<file path="src/rtl/disp_scan_ctrl_if.sv">
// Host-side write/commit port of the display scan controller.
//   wr_valid/wr_ready : shadow-buffer write handshake (transfer on valid & ready)
//   wr_addr           : digit index to write
//   wr_data           : segment pattern for that digit, active-high
//   wr_blink          : blink flag for that digit
//   commit            : pulse requesting a shadow -> active copy
//   commit_pending    : a commit has been requested but not yet applied
// master = host, slave = disp_scan_ctrl.
interface disp_scan_ctrl_if #(
  parameter int ADDR_W = 3,
  parameter int SEG_W  = 8
) ();
  logic              wr_valid;
  logic              wr_ready;
  logic [ADDR_W-1:0] wr_addr;
  logic [SEG_W-1:0]  wr_data;
  logic              wr_blink;
  logic              commit;
  logic              commit_pending;

  modport master (
    output wr_valid, wr_addr, wr_data, wr_blink, commit,
    input  wr_ready, commit_pending
  );

  modport slave (
    input  wr_valid, wr_addr, wr_data, wr_blink, commit,
    output wr_ready, commit_pending
  );
endinterface

</file>
<file path="src/rtl/disp_scan_ctrl.sv">
// Multiplexed LED / 7-segment display scan controller.
// Steps a one-hot digit select through NUM_DIGITS digits, one scan tick at a
// time (rising edge of scan_clk), with BLANK_CYC all-off ticks before each
// digit and DWELL ticks of drive per digit. Digits flagged for blink are
// forced off while flash_clk is high. Host writes land in a shadow buffer and
// are copied to the displayed buffer only at a frame boundary (or at once
// when idle), so a frame never shows a mix of old and new data.
// Ports:
//   clk        : system clock
//   reset      : synchronous, active-low
//   scan_clk   : scan tick source (level, rising edge = one tick)
//   flash_clk  : blink phase (level, high = blinking digits off)
//   enable     : 1 = scanning active
//   wr         : write/commit port (disp_scan_ctrl_if.slave)
//   dig_sel    : one-hot digit enable, active-high, registered
//   seg_out    : segment drive, active-high, registered
//   frame_done : 1-cycle pulse at the end of the last digit's dwell
//   busy       : controller is scanning (not idle)
module disp_scan_ctrl #(
  parameter int NUM_DIGITS = 8,
  parameter int ADDR_W     = 3,
  parameter int SEG_W      = 8,
  parameter int DWELL      = 16,
  parameter int BLANK_CYC  = 2
) (
  input  logic                  clk,
  input  logic                  reset,
  input  logic                  scan_clk,
  input  logic                  flash_clk,
  input  logic                  enable,
  disp_scan_ctrl_if.slave       wr,
  output logic [NUM_DIGITS-1:0] dig_sel,
  output logic [SEG_W-1:0]      seg_out,
  output logic                  frame_done,
  output logic                  busy
);

  localparam int IDX_W   = $clog2(NUM_DIGITS);
  localparam int CNT_MAX = (DWELL > BLANK_CYC) ? DWELL : BLANK_CYC;
  localparam int CNT_W   = $clog2(CNT_MAX + 1);

  typedef enum logic [1:0] {IDLE, BLANK, DRIVE} state_t;

  // Input synchronizers
  logic s1, s2, flash_s, tick;

  // Scan state
  state_t           state, state_n;
  logic [IDX_W-1:0] idx, idx_n;
  logic [CNT_W-1:0] cnt, cnt_n;

  // Registered-output next values
  logic [NUM_DIGITS-1:0] dig_sel_n;
  logic [SEG_W-1:0]      seg_n;
  logic                  frame_done_n;

  // Frame buffers and commit control
  logic [SEG_W-1:0] shadow_seg   [NUM_DIGITS];
  logic             shadow_blink [NUM_DIGITS];
  logic [SEG_W-1:0] active_seg   [NUM_DIGITS];
  logic             active_blink [NUM_DIGITS];
  logic             pending, pending_n, apply;
  logic [SEG_W-1:0] seg_src;
  logic             blink_src;
  logic             wr_accept;

  assign tick = s1 & ~s2;
  assign busy = (state != IDLE);

  assign wr.wr_ready       = ~pending;
  assign wr.commit_pending = pending;

  // Writes to addresses beyond the last digit complete the handshake but are
  // dropped.
  assign wr_accept = wr.wr_valid & ~pending & (int'(wr.wr_addr) < NUM_DIGITS);

  always_comb begin
    // NOTE: every signal written here gets a default first, so no path
    // leaves one unassigned and no latch is inferred.
    state_n      = state;
    idx_n        = idx;
    cnt_n        = cnt;
    frame_done_n = 1'b0;

    if (!enable) begin
      state_n = IDLE;
      idx_n   = '0;
      cnt_n   = '0;
    end else begin
      unique case (state)
        IDLE: begin
          state_n = (BLANK_CYC == 0) ? DRIVE : BLANK;
          idx_n   = '0;
          cnt_n   = '0;
        end
        BLANK: begin
          if (tick) begin
            if (cnt == CNT_W'(BLANK_CYC - 1)) begin
              state_n = DRIVE;
              cnt_n   = '0;
            end else begin
              cnt_n = cnt + 1'b1;
            end
          end
        end
        DRIVE: begin
          if (tick) begin
            if (cnt == CNT_W'(DWELL - 1)) begin
              cnt_n   = '0;
              state_n = (BLANK_CYC == 0) ? DRIVE : BLANK;
              if (idx == IDX_W'(NUM_DIGITS - 1)) begin
                idx_n        = '0;
                frame_done_n = 1'b1;
              end else begin
                idx_n = idx + 1'b1;
              end
            end else begin
              cnt_n = cnt + 1'b1;
            end
          end
        end
        default: begin
          state_n = IDLE;
          idx_n   = '0;
          cnt_n   = '0;
        end
      endcase
    end

    // The copy happens on the same edge that starts the next frame, so the
    // output mux reads the shadow directly when the copy is taking place.
    apply     = pending & ((state == IDLE) | frame_done_n);
    pending_n = apply ? 1'b0 : (pending | wr.commit);

    seg_src   = apply ? shadow_seg[idx_n]   : active_seg[idx_n];
    blink_src = apply ? shadow_blink[idx_n] : active_blink[idx_n];

    dig_sel_n = '0;
    seg_n     = '0;
    if (state_n == DRIVE) begin
      dig_sel_n = NUM_DIGITS'(1) << idx_n;
      seg_n     = seg_src & ~{SEG_W{blink_src & flash_s}};
    end
  end

  always_ff @(posedge clk) begin
    // NOTE: state registers use non-blocking assignments so every flop
    // samples the pre-edge values, regardless of statement order.
    if (!reset) begin
      s1         <= 1'b0;
      s2         <= 1'b0;
      flash_s    <= 1'b0;
      state      <= IDLE;
      idx        <= '0;
      cnt        <= '0;
      dig_sel    <= '0;
      seg_out    <= '0;
      frame_done <= 1'b0;
      pending    <= 1'b0;
    end else begin
      s1         <= scan_clk;
      s2         <= s1;
      flash_s    <= flash_clk;
      state      <= state_n;
      idx        <= idx_n;
      cnt        <= cnt_n;
      dig_sel    <= dig_sel_n;
      seg_out    <= seg_n;
      frame_done <= frame_done_n;
      pending    <= pending_n;
    end
  end

  // NOTE: the frame buffers are reset explicitly because a dark display after
  // reset is required; this keeps them in flops rather than RAM macros.
  always_ff @(posedge clk) begin
    if (!reset) begin
      for (int i = 0; i < NUM_DIGITS; i++) begin
        shadow_seg[i]   <= '0;
        shadow_blink[i] <= 1'b0;
        active_seg[i]   <= '0;
        active_blink[i] <= 1'b0;
      end
    end else begin
      if (wr_accept) begin
        shadow_seg[wr.wr_addr[IDX_W-1:0]]   <= wr.wr_data;
        shadow_blink[wr.wr_addr[IDX_W-1:0]] <= wr.wr_blink;
      end
      if (apply) begin
        for (int i = 0; i < NUM_DIGITS; i++) begin
          active_seg[i]   <= shadow_seg[i];
          active_blink[i] <= shadow_blink[i];
        end
      end
    end
  end

endmodule

</file>
<file path="src/flat_wrapper.sv">
// flat-port wrapper written by rule: the top's interface ports become plain ports
module disp_scan_ctrl_flat 
#(
  parameter int NUM_DIGITS = 8,
  parameter int ADDR_W     = 3,
  parameter int SEG_W      = 8,
  parameter int DWELL      = 16,
  parameter int BLANK_CYC  = 2
)
  (clk, reset, scan_clk, flash_clk, enable, dig_sel, seg_out, frame_done, busy, wr_wr_valid, wr_wr_addr, wr_wr_data, wr_wr_blink, wr_commit, wr_wr_ready, wr_commit_pending);
  disp_scan_ctrl_if #(.ADDR_W(ADDR_W), .SEG_W(SEG_W)) wr_i ();
  input  logic clk;
  input  logic reset;
  input  logic scan_clk;
  input  logic flash_clk;
  input  logic enable;
  output logic [NUM_DIGITS-1:0] dig_sel;
  output logic [SEG_W-1:0] seg_out;
  output logic frame_done;
  output logic busy;
  input wire logic [$bits(wr_i.wr_valid)-1:0] wr_wr_valid;
  input wire logic [$bits(wr_i.wr_addr)-1:0] wr_wr_addr;
  input wire logic [$bits(wr_i.wr_data)-1:0] wr_wr_data;
  input wire logic [$bits(wr_i.wr_blink)-1:0] wr_wr_blink;
  input wire logic [$bits(wr_i.commit)-1:0] wr_commit;
  output wire logic [$bits(wr_i.wr_ready)-1:0] wr_wr_ready;
  output wire logic [$bits(wr_i.commit_pending)-1:0] wr_commit_pending;
  assign wr_i.wr_valid = wr_wr_valid;
  assign wr_i.wr_addr = wr_wr_addr;
  assign wr_i.wr_data = wr_wr_data;
  assign wr_i.wr_blink = wr_wr_blink;
  assign wr_i.commit = wr_commit;
  assign wr_wr_ready = wr_i.wr_ready;
  assign wr_commit_pending = wr_i.commit_pending;
  disp_scan_ctrl #(.NUM_DIGITS(NUM_DIGITS), .ADDR_W(ADDR_W), .SEG_W(SEG_W), .DWELL(DWELL), .BLANK_CYC(BLANK_CYC)) u_core (.clk(clk), .reset(reset), .scan_clk(scan_clk), .flash_clk(flash_clk), .enable(enable), .wr(wr_i), .dig_sel(dig_sel), .seg_out(seg_out), .frame_done(frame_done), .busy(busy));
endmodule
</file>
<file path="config.mk">
export PLATFORM = sky130hd
export DESIGN_NAME = disp_scan_ctrl_flat
export DESIGN_NICKNAME = d
export VERILOG_FILES = /design/src/rtl/disp_scan_ctrl_if.sv /design/src/rtl/disp_scan_ctrl.sv /design/src/flat_wrapper.sv
export SDC_FILE = /design/constraint.sdc
export NUM_CORES = 1
export LEC_CHECK = 0
export CORE_AREA = 5 5 121 123
export DETAILED_ROUTE_END_ITERATION = 8
export DIE_AREA = 0 0 126 128
export PLACE_DENSITY = 0.73
export SYNTH_ARGS = -nofsm -noshare
export SYNTH_HDL_FRONTEND = slang
export SYNTH_SLANG_ARGS = --single-unit
</file>
<file path="constraint.sdc">
create_clock -name clk -period 9.4 [get_ports clk]
set_input_delay 0.94 -clock clk [delete_from_list [all_inputs] [get_ports clk]]
set_output_delay 0.94 -clock clk [all_outputs]
set_load 0.01 [all_outputs]
</file>
[Word level (Yosys, flattened, before mapping)]
Memory sizes are Yosys's and may differ from the RTL's.
Cells that the tools add are included.
Storage, ports and cells
  bits in registers: 31
  memories kept: 4
  RAM bits: 144
  output and inout port bits: 20
  logic and storage cells: 112
Memory list
  u_core.active_seg: depth 8, bits a word 8, rd ports 1, clocked after Yosys merged registers in 0, wr ports 8, RTL line disp_scan_ctrl.sv:60  | logic [SEG_W-1:0] active_seg [NUM_DIGITS];
  u_core.shadow_seg: depth 8, bits a word 8, rd ports 9, clocked after Yosys merged registers in 0, wr ports 8, RTL line disp_scan_ctrl.sv:58  | logic [SEG_W-1:0] shadow_seg [NUM_DIGITS];
  u_core.active_blink: depth 8, bits a word 1, rd ports 1, clocked after Yosys merged registers in 0, wr ports 8, RTL line disp_scan_ctrl.sv:61  | logic active_blink [NUM_DIGITS];
  u_core.shadow_blink: depth 8, bits a word 1, rd ports 9, clocked after Yosys merged registers in 0, wr ports 8, RTL line disp_scan_ctrl.sv:59  | logic shadow_blink [NUM_DIGITS];
Cells by class
  shifts and indexed selects: 1
  bitwise logic cells: 27
  eq/ne operators: 8
  $add $sub $neg: 2
  mux-type cells: 52
  reduce and logical (&&, ||, !) cells: 8
Operators by type and width (count)
  $mux 8: 10
  $mux 1: 24
  $mux 5: 4
  $mux 3: 6
  $or 1x1->1: 18
  $mux 2: 5
  $pmux 5 s2: 1
  $and 8x8->8: 1
  $not 8->8: 1
  $reduce_or 8->1: 1
  $shl 1x3->8 const A: 1
  $pmux 2 s3: 1
  $pmux 3 s2: 1
  $reduce_and 2->1: 3
  $add 5x1->5 const B: 1
  $eq 5x1->1 const B: 1
  $eq 5x4->1 const B: 1
  $and 1x1->1: 4
  $eq 2x2->1 const B: 2
  $ne 2x1->1 const B: 2
  $add 3x1->3 const B: 1
  $eq 3x3->1 const B: 1
  $not 1->1: 3
  $eq 2x1->1 const B: 1
  4 further kinds: 4

[Depth between registers and ports, before layout]
  depth after elaboration: 12
  gate-level depth with buffers: 13

[Worst setup path before layout]
OpenSTA, ideal clock, no wires.
  kind: reg-to-reg
  from: reg u_core.cnt[0]
  to: mem u_core.active_blink[5], enable pin
  slack: 5.629 ns
  data arrival time: 3.058 ns
  required time: 8.686 ns
  stages on the path, launching flop included: 10
  library setup time: 0.714 ns
  cells stage by stage: dfxtp_1 -> ha_1 -> and3_1 -> ha_1 -> and4b_1 -> buf_2 -> a31oi_1 -> nand2b_1 -> clkbuf_1 -> nand2_1
RTL lines
  start: declaration: RTL line disp_scan_ctrl.sv:50  | logic [CNT_W-1:0] cnt, cnt_n;
  start signal: assignment: RTL line disp_scan_ctrl.sv:166  | cnt <= cnt_n;
  end: declaration: RTL line disp_scan_ctrl.sv:61

[Worst setup path after layout]
  from: reg u_core.cnt[0]
  to: reg u_core.seg_out[1]
Between the ends
  cells in the longest elaborated chain, start to end: 11
  elaborated cells on any way between the ends: 29
  those cells by class: eq/ne: 3; mux: 16; bitwise: 5; reduce/logical: 1; memory: 4
RTL lines
  parallel branches: the longest is 11 deep, another holds $mem_v2 8x1
  end signal: assignment: RTL line disp_scan_ctrl.sv:168  | seg_out <= seg_n;
  end: declaration: RTL line disp_scan_ctrl.sv:33  | output logic [SEG_W-1:0] seg_out,
Parallel ways; which one is timed is not known.
A chain may end at the register's enable or synchronous reset.

==> metrics.md <==
| Metric | Value |
|---|---|
| CTS root buf | clkbuf_16 |
| Yosys warnings | 0 |
| Period minus WS final | 3.55 ns |
| Final hold viol count | 0 |
| CP Max Fanout | 20 |
| Routability cong. | 0.908 |
| Vias post-DR | 4736 |
| Routed wire per std cell | 19.2 µm |
| # diodes | 0 |
| Status | finished, final reports clean |
| Post-synthesis cell area | 7260 µm² |
| Die X-Extent | 126 µm |
| Bufs on Longest Clock Path | 2 |
| GRT Util Overall | 0.202 |
| CTS tree | built |
| DR iter-0 viols | 474 |
| Crit share post-route | 0.378 |
| Least-Margin Pin Slew | 1.34 ns |
| Setup Skew | 0.00558 ns |
| Leak | 3.20 nW |
| Skew-Pair Late Insertion Delay | 0.42 ns |
| Die H | 128 µm |
| Initial antenna violation count | 0 |
| Total die area | 16100 µm² |
| Rows | 43 |
| # clock sinks | 175 |
| Pre-Repair DR Iteration Count | 6 |
| Commonest non-fill, non-tap cell in the layout | edfxtp_1 |
| Slew HR | 0.0989 |
| # nets final | 656 |
| Setup bufs post-CTS | 0 |
| Switching Share | 0.212 |
| CTS buffer count | 17 |
| Place WS | 5.62 ns |
| Max-slew violations | 0 |
| RSZ-0062 raised after global routing | no |
| Share of cells above drive strength 1 | 0.0703 |
| Syn Nets | 623 |
| Io pins | 39 |
| Register area share after synthesis | 0.663 |
| Detailed Place HPWL | 10.3 mm |
| Port bufs | 38 |
| Number of flops mapped to enable cells by yosys | 131 |
| Top cells by area, synth | edfxtp_1 54%, dfxtp_1 12%, and2_1 7.5%, and3_1 4.7%, o221ai_1 2.4% |
| Hold Buf Count CTS | 0 |
| Asr flop ratio synth | 0 |
| Dpl cells | 788 |
| Logic pwr share | 0.047 |
| PostCTS Resize Cnt | 0 |
| Power Density | 194 nW/µm² |
| Worst VDD drop | 0.000128 V |
| Core Region | 13600 µm² |
| Data required time of the critical path | 9.74 ns |
| Post-DRT Antenna Nets | 0 |
| Final setup violation count | 0 |
| Vias in the first global route | 4593 |
| Vias per cell | 5.78 |
| Starting Density | 0.536 |
| Max H-tree Level | 4 |
| Yosys cell types | 41 |
| Final cell count without fillers | 820 |
| Grt total ovfl | 0 |
| Max-cap violations | 0 |
| Crit path capture type | register |
| First-pass GRT wire length | 24.7 mm |
| Tightest Hold Check Type | register to register |
| Flop pwr share | 0.542 |
| Final wirelength | 15.7 mm |
| Commonest cells after routing, fill and taps aside | 131 x edfxtp_1, 87 x and2_1, 54 x and3_1, 45 x nor2_1, 44 x dfxtp_1 |
| Worst-path clk slew | 0.06 ns |
| Total Negative Setup Slacks | 0 ns |
| Post-synth top area cell | edfxtp_1 |
| Cell-internal power | 1.28 mW |
| DRC | 0 |
| CP Class | register to register |
| Post-synth top area share | 0.542 |
| Largest net degree at the start of global routing | 97 |
| Synth Register Bits | 175 |
| Ys flop type | edfxtp_1 |
| Crit start category | register |
| Area grow syn2layout | 14.9% |
| Setup ws final | 5.85 ns |
| Arrival time at the worst endpoint | 3.89 ns |
| Clock power frac | 0.411 |
| Sw Pwr | 0.343 mW |
| Fmax | 282 MHz |
| Syn avg cell area | 12.2 µm² |
| Post-Synthesis Cells | 594 |
power groups by stage:
stage,clock network (mW),logic [mW],registers (mW)
global route,0.709,0.0837,0.881
finish,0.667,0.0761,0.879
global placement,0,0.0746,0.894
floorplan,0,0.0435,0.891
CTS,0.673,0.0771,0.879
detailed placement,0,0.0765,0.895
kinds of logic after synthesis:
group	Yosys count	share of synthesized area
AO/OA/AOI/OAI	95	0.0920
adder cells (fa/ha/maj)	10	0.0172
buffers and inverters	49	0.0272
flip-flops	175	0.663
multiplexers	2	0.00310
AND/OR/NAND/NOR	263	0.197
registers in the layout, indices dropped and copies added, names as in the netlist, 3 cells and up:
register and count:
u_core.shadow_blink 8, u_core.dig_sel 8, u_core.idx 3, u_core.seg_out 8
u_core.active_seg 64, u_core.cnt 5, u_core.active_blink 8, u_core.shadow_seg 64
per-layer routing:
layer	wire (µm)	part of all wire	track usage
met1	6580	0.42	0.265
met4	401	0.026	0.0877
met5	0	0	0
met2	7840	0.50	0.334
met3	890	0.057	0.0350
worst max-delay path, cell delays in order (launching register included):
cell and delay, ns:
dfxtp_1 0.40, ha_1 0.21, and3_1 0.21, ha_1 0.20, nand4bb_1 0.26, a32oi_1 0.39, nand3_1 0.72, o22ai_1 0.35
nor3_1 0.09, o32a_4 0.44, nor3_1 0.20
layout make-up:
cell class / count / area [µm²]
Clock buffer: 20 / 437
Multi-Input combinational cell: 370 / 2250
Tap cell: 180 / 225
Sequential cell: 175 / 4810
Inverter: 18 / 67.6
Clock inverter: 12 / 120
Fill cell: 1063 / 5210
Timing Repair Buffer: 45 / 428
Yosys cell counts (5+ instances only):
cell type,instances
buf_2,5
nand2_1,37
and2_1,87
nand2b_1,8
o221ai_1,20
ha_1,10
nor3_1,13
edfxtp_1,131
a21oi_1,9
clkbuf_1,24
inv_1,18
nor2_1,46
o21ai_0,28
o22ai_1,18
dfxtp_1,44
a21boi_0,5
and3_1,54
per-stage QoR:
stage | power, mW | instance area, µm² | util | hold WS [ns]
5_1_grt | 1.67 | 8350 | 0.616 | 0.490
6_report | 1.62 | 8350 | 0.616 | 0.474
4_1_cts | 1.63 | 8350 | 0.616 | 0.472
3_5_place_dp | 0.972 | 7790 | 0.574 | 0.462
2_1_floorplan | 0.934 | 7260 | - | 0.440
3_3_place_gp | 0.969 | 7790 | 0.574 | 0.452
path summary, 6_finish.rpt:
path                                                      from                             end  slack (ns)  depth (start not counted)
worst min register to register  u_core.active_blink[2]$_DFF_P_  u_core.active_blink[2]$_DFF_P_        0.47                          2
worst min-delay path            u_core.active_blink[2]$_DFF_P_  u_core.active_blink[2]$_DFF_P_        0.47                          2
worst max register to register      u_core.cnt[0]$_SDFFE_PN0P_    u_core.seg_out[1]$_SDFF_PN0_        5.85                         10
worst max-delay path                u_core.cnt[0]$_SDFFE_PN0P_    u_core.seg_out[1]$_SDFF_PN0_        5.85                         10
Power figures use the tool's default switching activity.
